File: src/rtl/csr_initiator_pkg.sv
// Shared types for the AXI-lite CSR initiator: FSM state, command/response records
// and AXI response codes.
package csr_initiator_pkg;

  localparam int unsigned CSR_ADDR_W = 8;
  localparam int unsigned CSR_DATA_W = 64;

  localparam logic [1:0] AXI_RESP_OKAY = 2'b00;

  typedef enum logic [2:0] {
    StIdle,
    StWrReq,
    StWrResp,
    StRdReq,
    StRdResp,
    StRsp
  } t_csr_init_state;

  typedef struct packed {
    logic                  write;
    logic [CSR_ADDR_W-1:0] addr;
    logic [CSR_DATA_W-1:0] data;
  } t_csr_cmd;

  typedef struct packed {
    logic [CSR_DATA_W-1:0] data;
    logic                  error;
    logic                  timeout;
  } t_csr_rsp;

endpackage

File: src/rtl/csr_initiator.sv
// AXI-lite initiator issuing single 64-bit CSR reads/writes, one at a time.
// Optional watchdog enabled by defining CSR_INITIATOR_TIMEOUT_EN.
module csr_initiator
  import csr_initiator_pkg::*;
#(
  parameter int unsigned ADDR_W         = CSR_ADDR_W,
  parameter int unsigned DATA_W         = CSR_DATA_W,
  parameter int unsigned TIMEOUT_CYCLES = 1024
) (
  input  logic              clk_i,
  input  logic              reset_i,
  input  logic              cmd_valid_i,
  output logic              cmd_ready_o,
  input  logic              cmd_write_i,
  input  logic [ADDR_W-1:0] cmd_addr_i,
  input  logic [DATA_W-1:0] cmd_data_i,
  output logic              rsp_valid_o,
  input  logic              rsp_ready_i,
  output logic [DATA_W-1:0] rsp_data_o,
  output logic              rsp_error_o,
  output logic              rsp_timeout_o,
  output logic              awvalid_o,
  input  logic              awready_i,
  output logic [ADDR_W-1:0] awaddr_o,
  output logic              wvalid_o,
  input  logic              wready_i,
  output logic [DATA_W-1:0] wdata_o,
  output logic [DATA_W/8-1:0] wstrb_o,
  input  logic              bvalid_i,
  output logic              bready_o,
  input  logic [1:0]        bresp_i,
  output logic              arvalid_o,
  input  logic              arready_i,
  output logic [ADDR_W-1:0] araddr_o,
  input  logic              rvalid_i,
  output logic              rready_o,
  input  logic [DATA_W-1:0] rdata_i,
  input  logic [1:0]        rresp_i
);

  t_csr_init_state   state_q;
  logic              aw_done_q, w_done_q;
  logic              awvalid_q, wvalid_q, arvalid_q;
  logic [ADDR_W-1:0] addr_q;
  logic [DATA_W-1:0] wdata_q;
  t_csr_rsp          rsp_q;
  logic              rsp_valid_q;

  logic aw_hs, w_hs, ar_hs, cmd_hs;
  logic progress, tmo_hit, tmo_fire;

  assign aw_hs  = awvalid_q & awready_i;
  assign w_hs   = wvalid_q & wready_i;
  assign ar_hs  = arvalid_q & arready_i;
  assign cmd_hs = cmd_valid_i & cmd_ready_o;

  // Any handshake in the current state beats a simultaneous watchdog expiry.
  always_comb begin
    progress = 1'b0;
    unique case (state_q)
      StWrReq:  progress = aw_hs | w_hs;
      StWrResp: progress = bvalid_i;
      StRdReq:  progress = ar_hs;
      StRdResp: progress = rvalid_i;
      default:  progress = 1'b0;
    endcase
  end

  assign tmo_fire = tmo_hit & ~progress;

`ifdef CSR_INITIATOR_TIMEOUT_EN
  localparam int unsigned TmoW = $clog2(TIMEOUT_CYCLES) + 1;

  logic [TmoW-1:0] tmo_cnt_q;
  logic            busy;

  assign busy    = state_q inside {StWrReq, StWrResp, StRdReq, StRdResp};
  assign tmo_hit = busy & (tmo_cnt_q >= TmoW'(TIMEOUT_CYCLES - 1));

  always_ff @(posedge clk_i) begin
    if (reset_i || cmd_hs) begin
      tmo_cnt_q <= '0;
    end else if (busy && (tmo_cnt_q < TmoW'(TIMEOUT_CYCLES))) begin
      tmo_cnt_q <= tmo_cnt_q + TmoW'(1);
    end
  end

  assign rsp_timeout_o = rsp_q.timeout;
`else
  logic unused_tmo;

  assign tmo_hit       = 1'b0;
  assign rsp_timeout_o = 1'b0;
  assign unused_tmo    = ^{TIMEOUT_CYCLES, rsp_q.timeout};
`endif

  always_ff @(posedge clk_i) begin
    if (reset_i) begin
      state_q     <= StIdle;
      aw_done_q   <= 1'b0;
      w_done_q    <= 1'b0;
      awvalid_q   <= 1'b0;
      wvalid_q    <= 1'b0;
      arvalid_q   <= 1'b0;
      addr_q      <= '0;
      wdata_q     <= '0;
      rsp_q       <= '0;
      rsp_valid_q <= 1'b0;
    end else if (tmo_fire) begin
      awvalid_q   <= 1'b0;
      wvalid_q    <= 1'b0;
      arvalid_q   <= 1'b0;
      rsp_q       <= '{data: '1, error: 1'b1, timeout: 1'b1};
      rsp_valid_q <= 1'b1;
      state_q     <= StRsp;
    end else begin
      unique case (state_q)
        StIdle: begin
          if (cmd_valid_i) begin
            addr_q    <= {cmd_addr_i[ADDR_W-1:3], 3'b000};
            wdata_q   <= cmd_data_i;
            aw_done_q <= 1'b0;
            w_done_q  <= 1'b0;
            if (cmd_write_i) begin
              awvalid_q <= 1'b1;
              wvalid_q  <= 1'b1;
              state_q   <= StWrReq;
            end else begin
              arvalid_q <= 1'b1;
              state_q   <= StRdReq;
            end
          end
        end
        StWrReq: begin
          if (aw_hs) begin
            awvalid_q <= 1'b0;
            aw_done_q <= 1'b1;
          end
          if (w_hs) begin
            wvalid_q <= 1'b0;
            w_done_q <= 1'b1;
          end
          if ((aw_done_q | aw_hs) && (w_done_q | w_hs)) begin
            state_q <= StWrResp;
          end
        end
        StWrResp: begin
          if (bvalid_i) begin
            rsp_q       <= '{data: '0, error: (bresp_i != AXI_RESP_OKAY), timeout: 1'b0};
            rsp_valid_q <= 1'b1;
            state_q     <= StRsp;
          end
        end
        StRdReq: begin
          if (ar_hs) begin
            arvalid_q <= 1'b0;
            state_q   <= StRdResp;
          end
        end
        StRdResp: begin
          if (rvalid_i) begin
            rsp_q       <= '{data: rdata_i, error: (rresp_i != AXI_RESP_OKAY), timeout: 1'b0};
            rsp_valid_q <= 1'b1;
            state_q     <= StRsp;
          end
        end
        StRsp: begin
          if (rsp_ready_i) begin
            rsp_valid_q <= 1'b0;
            state_q     <= StIdle;
          end
        end
        default: state_q <= StIdle;
      endcase
    end
  end

  logic unused_addr_lsb;
  assign unused_addr_lsb = ^cmd_addr_i[2:0];

  assign cmd_ready_o = (state_q == StIdle);
  // Late B/R beats are drained in every state except while a response is pending.
  assign bready_o    = (state_q != StRsp);
  assign rready_o    = (state_q != StRsp);
  assign awvalid_o   = awvalid_q;
  assign wvalid_o    = wvalid_q;
  assign arvalid_o   = arvalid_q;
  assign awaddr_o    = addr_q;
  assign araddr_o    = addr_q;
  assign wdata_o     = wdata_q;
  assign wstrb_o     = '1;
  assign rsp_valid_o = rsp_valid_q;
  assign rsp_data_o  = rsp_q.data;
  assign rsp_error_o = rsp_q.error;

endmodule

File: config.mk
export PLATFORM = sky130hd
export DESIGN_NAME = csr_initiator
export DESIGN_NICKNAME = d
export VERILOG_FILES = /design/src/rtl/csr_initiator_pkg.sv /design/src/rtl/csr_initiator.sv
export SDC_FILE = /design/constraint.sdc
export NUM_CORES = 1
export LEC_CHECK = 0
export ABC_CLOCK_PERIOD_IN_PS = 2450
export CELL_PAD_IN_SITES_DETAIL_PLACEMENT = 0
export CELL_PAD_IN_SITES_GLOBAL_PLACEMENT = 1
export CORE_MARGIN = 2
export CORE_UTILIZATION = 30
export DETAILED_ROUTE_END_ITERATION = 10
export HOLD_SLACK_MARGIN = 0.08
export PLACE_DENSITY_LB_ADDON = 0.1
export SLEW_MARGIN = 5
export SYNTH_ARGS = -nofsm -noshare
export SYNTH_HDL_FRONTEND = slang
export SYNTH_SLANG_ARGS = --single-unit
File: constraint.sdc
create_clock -name clk_i -period 2.45 [get_ports clk_i]
set_input_delay 0.49 -clock clk_i [delete_from_list [all_inputs] [get_ports clk_i]]
set_output_delay 0.49 -clock clk_i [all_outputs]
set_load 0.1 [all_outputs]
==> Word-level counts from Yosys, hierarchy flattened <==
Index checks and enable logic that the tools add are counted.
Widths: inputs -> output; s select.
{ "word_totals": {"ff_bits": 143, "input_bits": 150, "out_inout_bits": 161, "word_cells": 79} }
{ "classes": {"eq_ne": 16, "n_mux": 30, "n_bitwise": 5, "n_reduce_logical": 17} }
{ "op_table": {"columns": ["operator", "n"], "rows": [
  ["$mux 66", 2],
  ["$pmux 66 s2", 1],
  ["$mux 3", 6],
  ["$ne 2x2->1 const B", 9],
  ["$pmux 3 s6", 1],
  ["$reduce_and 4->1", 4],
  ["$mux 1", 13],
  ["$pmux 1 s2", 5],
  ["$reduce_bool 2->1", 5],
  ["$reduce_and 3->1", 3],
  ["$eq 3x2->1 const B", 2],
  ["$eq 3x3->1 const B", 2],
  ["$reduce_and 6->1", 1],
  ["$and 1x1->1", 3],
  ["$eq 3x1->1 const B", 1],
  ["$logic_not 3->1", 1],
  ["$ne 3x3->1 const B", 1],
  ["$pmux 1 s3", 1],
  ["$reduce_bool 3->1", 1],
  ["$mux 2", 1],
  ["$ne 2x1->1 const B", 1],
  ["$or 1x1->1", 2],
  ["$reduce_and 2->1", 1],
  ["$logic_and 1x1->1", 1]
]} }

==> Depth between registers and ports, before layout <==
Gate-level depths: netlist (run 1).
{ "logic_depth": {"word_depth": 5, "depth_mapped": 7, "depth_no_buf": 4} }

==> Worst setup path before layout (run 1) <==
No wires, ideal clock.
{ "synth_timing": {"path_kind": "reg2out", "startpoint": "register state_q[2]", "endpoint": "output port rready_o", "t_arrival_ns": 1.821, "required_time_ns": 1.960, "path_slack_ns": 0.139, "path_stages_with_launch": 5, "path_buffers": 2, "path_cell_list": "dfxtp_1 buf_4 nor2b_2 nand2_1 buf_4"} }
{ "synth_between": {"elab_chain_cells": 1} }
{ "synth_rtl": {"columns": ["item", "line", "text"], "rows": [
  ["from (decl)", "csr_initiator.sv:41", "t_csr_init_state state_q;"],
  ["from (signal assigned)", "csr_initiator.sv:99", "state_q <= StIdle;"],
  ["from (signal assigned)", "csr_initiator.sv:115", "state_q <= StRsp;"],
  ["from (signal assigned)", "csr_initiator.sv:127", "state_q <= StWrReq;"],
  ["$ne 3x3->1", null, null],
  ["to (decl)", "csr_initiator.sv:36", "output logic rready_o,"]
]} }
Every way passes these cells.

==> Worst setup path after layout (run 1) <==
{ "layout_timing": {"startpoint": "register state_q[0]", "endpoint": "output port bready_o"} }
{ "layout_between": {"elab_chain_cells": 1} }
{ "layout_rtl": {"columns": ["item", "line", "text"], "rows": [
  ["$ne 3x3->1", "csr_initiator.sv:183", "assign bready_o = (state_q != StRsp);"],
  ["to (decl)", "csr_initiator.sv:30", "output logic bready_o,"]
]} }
Every way passes these cells.

==> reports/qor.csv, run 1 <==
stage,metric,value,unit
placed_design,place_ws,387,ps
clocking,numCtsBuffers,17,
route,vias,5121,
finish,final_area,0.00903,mm^2
worst_setup_path,cpLargestDelayFamily,flip-flops,
finish,fill_cells,1852,
power_and_ir_drop,combPwrFrac,45.2,%
die,row_count,50,
logic_synthesis,syn_inst,609,
worst_setup_path,crit_path_start_kind,flop,
die,fp.dieH,143,um
sta,slew_headroom,52.5,%
worst_setup_path,end_kind,primary output,
worst_setup_path,slowest_stage,dfxtp_1,
sta,tightest_slew,712,ps
clocking,htreeDepth,4,
die,fp.dieW,143,um
logic_synthesis,synth_top_area_share,49.1,%
logic_synthesis,yosysMostFrequentCell,nand2_1,
clocking,ctsHoldBuffers,0,
finish,layout.nets,1025,
clocking,tritoncts,done,
power_and_ir_drop,ir_drop,0.000542,V
sta,fmax,459,MHz
clocking,cts_setup_buffers,0,
route,post_drt_wl_per_cell,15.2,um
clocking,cts-root-buf,clkbuf_16,
worst_setup_path,crit_chain,nand2_1 -> buf_4,
sta,whs,453,ps
sta,final.period_utilization,89.0,%
finish,area_growth,54.9,%
power_and_ir_drop,switchingPower,4.75,mW
die,ios,311,
clocking,clock_latency,410,ps
logic_synthesis,synth-edff-count,0,
power_and_ir_drop,clkPwrFrac,26.7,%
power_and_ir_drop,power.internal,5.51,mW
clocking,cts.reportedPaths.clkPinSlew,60,ps
sta,clock_skew,11.4,ps
die,die-area,0.0206,mm^2
placed_design,placed_area,0.00841,mm^2
logic_synthesis,ys_seq_elements,143,
global_routing,grt.total_usage,16.2,%
global_routing,globalRoute.totalOverflow,0,
logic_synthesis,yosysSeqAreaShare,49.1,%
worst_setup_path,crit_fanout,17,
route,drt-total-wl,17400,um
worst_setup_path,worst_ep_arrival_time,1690,ps
worst_setup_path,path_class,reg -> out,
worst_setup_path,crit_required,1960,ps
route,drcViolationCount,0,
die,start_util,30.9,%
logic_synthesis,synthTopCellsByCount,"148 x nand2_1, 143 x dfxtp_1, 77 x a21oi_1",
global_routing,grt_start_max_net_pins,61,
logic_synthesis,synth_top_flop_cell,dfxtp_1,
placed_design,place_hpwl,12500,um
sta,rsz0062_at_grt,false,
logic_synthesis,synth_top_cell_by_area,dfxtp_1,
sta,setup_viol,0,
global_routing,antenna_found_initial,0,
placed_design,gp_congestion,0.702,
finish,antenna_cells,0,
logic_synthesis,postSynthAreaPerCell,9.57,um^2
run_status,status,finished clean,
sta,period_needed,2180,ps
sta,hold_viol_final,0,
route,drt-initial-drc-count,150,
power_and_ir_drop,swShare,46.3,%
clocking,clockBufferDepth,2,
route,via_per_inst,4.47,
power_and_ir_drop,total_power,10.3,mW
logic_synthesis,synth_area,0.00583,mm^2
placed_design,io_buffers,292,
route,drt_pass1_iterations,5,
clocking,cts_sinks,143,
power_and_ir_drop,leakage,3.49,nW
route,antenna_left,0,
worst_setup_path,crit_buf_inv,1,
clocking,postCtsResizedCells,0,
sta,setup_tns,0,ps
global_routing,grt_pass1_wl,26100,um
global_routing,grt_pass1_vias,5039,
logic_synthesis,synthArstFlopShare,0,%
min_path,hold_path_class,reg -> reg,
sta,drv_slew,0,
die,core_area,0.0189,mm^2
logic_synthesis,yosysWarnings,0,
logic_synthesis,ys_types,38,
power_and_ir_drop,cellPowerDensity,1140,mW/mm^2
sta,setup_ws,269,ps
logic_synthesis,synthTopCellsByArea,"dfxtp_1 49%, a22oi_2 13%, nand2_1 9.5%",
worst_setup_path,cpPeakStageDelay,780,ps
power_and_ir_drop,pwr-share-seq,28.1,%
flow_run,max_cap_viol_count,0,
finish,drive_above_1_share,35.9,%
[layer usage]
metal  vias to the layer above  part of all wire [%]  global-route usage, %
met5                         -                     0                      0
li1                       2539                     -                      -
met4                         0                   2.3                   6.40
met3                        24                   7.3                   4.97
met2                       189                    48                   27.6
met1                      2369                    42                   19.1
[state kept, by name (all words and copies together) (netlist names)]
signal / count
araddr_o: 5
wvalid_o: 1
wdata_o: 64
aw_done_q: 1
rsp_valid_o: 1
arvalid_o: 1
w_done_q: 1
state_q: 3
awvalid_o: 1
rsp_data_o: 64
rsp_error_o: 1
[layout make-up]
type / count / area (um^2) / share of cell area (%)
flip-flops and latches: 143 / 2860 / 31.7
repair buffers: 304 / 2740 / 30.3
multi-input cells: 407 / 2480 / 27.5
clock buffers: 18 / 439 / 4.86
well taps: 260 / 325 / 3.60
clock inverters: 12 / 183 / 2.02
inverters: 2 / 7.51 / 0.0831
[stage by stage]
step | std cells | utilization, %
final | 1146 | 47.8
after global routing | 1146 | 47.8
after CTS | 1146 | 47.8
after detailed placement | 1116 | 44.5
after global placement | 1116 | 44.5
after floorplan | 622 | -
[power by group through the flow]
stage	combinational [mW]	clock, mW	sequential [mW]
floorplan	1.67	0	4.93
global placement	4.63	0	2.92
detailed placement	4.68	0	2.93
CTS	4.68	2.82	2.89
global route	4.87	2.94	2.93
finish	4.64	2.74	2.88
[worst paths after layout]
kind | depth (start not counted) | slack [ps] | end | from
hold / removal | 2 | 450 | wdata_o[11] | wdata_o[11]
setup reg to reg | 5 | 650 | rsp_data_o[2] | state_q[1]
hold reg to reg | 2 | 450 | wdata_o[11] | wdata_o[11]
setup / recovery | 2 | 270 | bready_o | state_q[0]
[layout by cell type, fill, tap and decap left out, types with 4 or more instances in the layout]
cell	synthesis	routed
o21ai_0	5	5
buf_12	6	7
buf_4	38	151
dfxtp_1	143	143
nand2_1	148	147
nor2_1	6	6
a21oi_1	77	77
a22oi_1	4	4
a22oi_2	60	60
clkbuf_16	0	17
nor2_2	60	60
clkdlybuf4s50_1	0	145
conb_1	2	15
bufinv_16	0	4
[cells by family (layout without fill, tap and decap cells)]
kind of cell / count (synthesis) / in the layout / synth area share (%)
simple gates: 234 / 234 / 19.2
compound gates: 157 / 157 / 21.9
flops: 143 / 143 / 49.1
buf+inv: 72 / 336 / 9.51
other cells: 2 / 15 / 0.129
mux: 1 / 1 / 0.172
[worst register-to-register path: stages, from the launching register on]
cell and delay (ps):
dfxtp_1 670, nand3b_1 170, a21o_4 380, buf_12 240, a22oi_1 170, nor2_1 50
(Power assumes the default switching activity.)
==> inputs of run 2 (changes only) <==
--- a/config.mk
+++ b/config.mk
@@ -8,7 +8,6 @@
 export ABC_CLOCK_PERIOD_IN_PS = 2450
 export CELL_PAD_IN_SITES_DETAIL_PLACEMENT = 0
 export CELL_PAD_IN_SITES_GLOBAL_PLACEMENT = 1
-export CORE_MARGIN = 2
 export CORE_UTILIZATION = 30
 export DETAILED_ROUTE_END_ITERATION = 10
 export HOLD_SLACK_MARGIN = 0.08
==> run 2 against run 1 <==
Effect of this change: die area down 2.8%; final area up 0.30%; wire length down 2.8%; largest power group unchanged; combinational power about the same; sequential share of layout area down 0.096 points; hold slack about the same; non-clock buffer count up 4; first-iteration DRC count up 77%; clock-buffer cell count up 7.
==> reports/qor.csv, run 2 (synthesis results as in run 1) <==
stage,metric,value,unit,change
run_status,status,finished clean,,
placed_design,io_buffers,292,,unchanged
placed_design,placed_cells,1120,,+0.36%
route,via_per_inst,4.41,,-1.3%
worst_setup_path,r2r_slack,590,ps,-60 ps
worst_setup_path,crit_required,1960,ps,about the same
clocking,cts-root-buf,clkbuf_16,,
route,antenna_left,0,,unchanged
sta,period_needed,2180,ps,+3.98 ps
finish,final_common_cell,buf_4,,
die,core_area,0.0189,mm^2,unchanged
worst_setup_path,path_class,reg -> out,,
worst_setup_path,crit_path_start_kind,flop,,
clocking,numCtsBuffers,17,,unchanged
clocking,clockBufferDepth,2,,unchanged
die,fp.dieH,141,um,-1.4%
clocking,cts_sinks,143,,unchanged
power_and_ir_drop,cellPowerDensity,1120,mW/mm^2,-0.94%
min_path,hold_path_class,reg -> reg,,
flow_run,max_cap_viol_count,0,,unchanged
sta,setup_ws,265,ps,-3.98 ps
sta,setup_tns,0,ps,unchanged
die,start_util,30.9,%,unchanged
placed_design,gp_congestion,0.723,,+3.1%
power_and_ir_drop,ir_drop,0.000598,V,+10%
sta,clock_skew,7.61,ps,-3.78 ps
finish,layout.nets,1029,,+0.39%
sta,whs,453,ps,+0.366 ps
die,ios,311,,unchanged
sta,fmax,458,MHz,-0.18%
clocking,cts_setup_buffers,0,,unchanged
sta,drv_slew,0,,unchanged
placed_design,place_hpwl,12400,um,-0.96%
route,drt-total-wl,16900,um,-2.8%
clocking,htreeDepth,4,,unchanged
global_routing,antenna_found_initial,0,,unchanged
global_routing,grt_start_max_net_pins,55,,-9.8%
sta,rsz0062_at_grt,false,,
route,post_drt_wl_per_cell,14.7,um,-3.3%
power_and_ir_drop,leakage,3.51,nW,+0.54%
sta,slew_headroom,52.2,%,-0.31 points
route,drcViolationCount,0,,unchanged
clocking,cts.reportedPaths.clkPinSlew,60,ps,about the same
die,fp.dieW,141,um,-1.4%
global_routing,grt.total_usage,16.9,%,+0.69 points
finish,stdcell_count,1152,,+0.52%
die,row_count,50,,unchanged
placed_design,place_ws,286,ps,-101 ps
clocking,ctsHoldBuffers,0,,unchanged
finish,drive_above_1_share,35.9,%,about the same
finish,fill_cells,1806,,-2.5%
sta,tightest_slew,717,ps,+4.66 ps
route,vias,5081,,-0.78%
finish,antenna_cells,0,,unchanged
finish,mostFrequentLayoutCells,"155 x buf_4, 147 x nand2_1, 145 x clkdlybuf4s50_1",,
sta,hold_viol_final,0,,unchanged
die,die-area,0.0200,mm^2,-2.8%
sta,setup_viol,0,,unchanged
finish,final_util,48.0,%,+0.15 points
worst_setup_path,worst_ep_arrival_time,1690,ps,about the same
global_routing,grt_pass1_vias,5016,,-0.46%
clocking,clock_latency,410,ps,about the same
global_routing,grt_pass1_wl,26200,um,+0.58%
global_routing,globalRoute.totalOverflow,0,,unchanged
route,drt_pass1_iterations,5,,unchanged
clocking,postCtsResizedCells,0,,unchanged
sta,final.period_utilization,89.2,%,+0.16 points
finish,area_growth,55.4,%,
route,drt-initial-drc-count,266,,+77%
worst_setup_path,crit_fanout,17,,unchanged
worst_setup_path,end_kind,primary output,,
clocking,tritoncts,done,,
## run 2: final timing paths
check,start,endpoint,cells past startpoint
min reg2reg,wdata_o[35],wdata_o[35],2
max reg2reg,state_q[0],rsp_data_o[23],4
max,state_q[0],rready_o,2
min,wdata_o[35],wdata_o[35],2
## run 2: layout make-up
| class | count | area, um^2 | share of cell area, % |
|---|---|---|---|
| clock inverters | 7 | 124 | 1.37 |
| well taps | 260 | 325 | 3.59 |
| repair buffers | 308 | 2770 | 30.5 |
| inverters | 2 | 7.51 | 0.0829 |
| multi-input cells | 407 | 2480 | 27.4 |
| clock buffers | 25 | 495 | 5.47 |
| flip-flops and latches | 143 | 2860 | 31.6 |
## run 2: critical path, stage by stage (launching register included)
cell	delay, ps
dfxtp_1	780
nand2_1	210
buf_4	290
## run 2: where the power goes
group	switching, mW	total, mW	internal, mW
logic	3.50	4.65	1.15
clock network	0.963	2.68	1.72
registers	0.217	2.86	2.64
total	4.68	10.2	5.51
## run 2: per-stage QoR
step	instance area (um^2)	total power, mW
global route	9060	10.7
detailed placement	8440	7.60
CTS	9060	10.3
finish	9060	10.2
floorplan	5880	6.60
global placement	8440	7.54
## run 2: metal layers
layer	global-route usage, %	routed length, um	share of wire (%)
met1	20.3	7110	42
met2	27.7	8150	48
met3	6.92	1480	8.8
met4	4.64	191	1.1
met5	0	0	0
==> inputs of run 3 (changes only) <==
--- a/config.mk
+++ b/config.mk
@@ -16,3 +16,4 @@
 export SYNTH_ARGS = -nofsm -noshare
 export SYNTH_HDL_FRONTEND = slang
 export SYNTH_SLANG_ARGS = --single-unit
+export TNS_END_PERCENT = 10
==> results of run 3 <==
The final DEF is identical to that of run 2; final timing and power are the same.
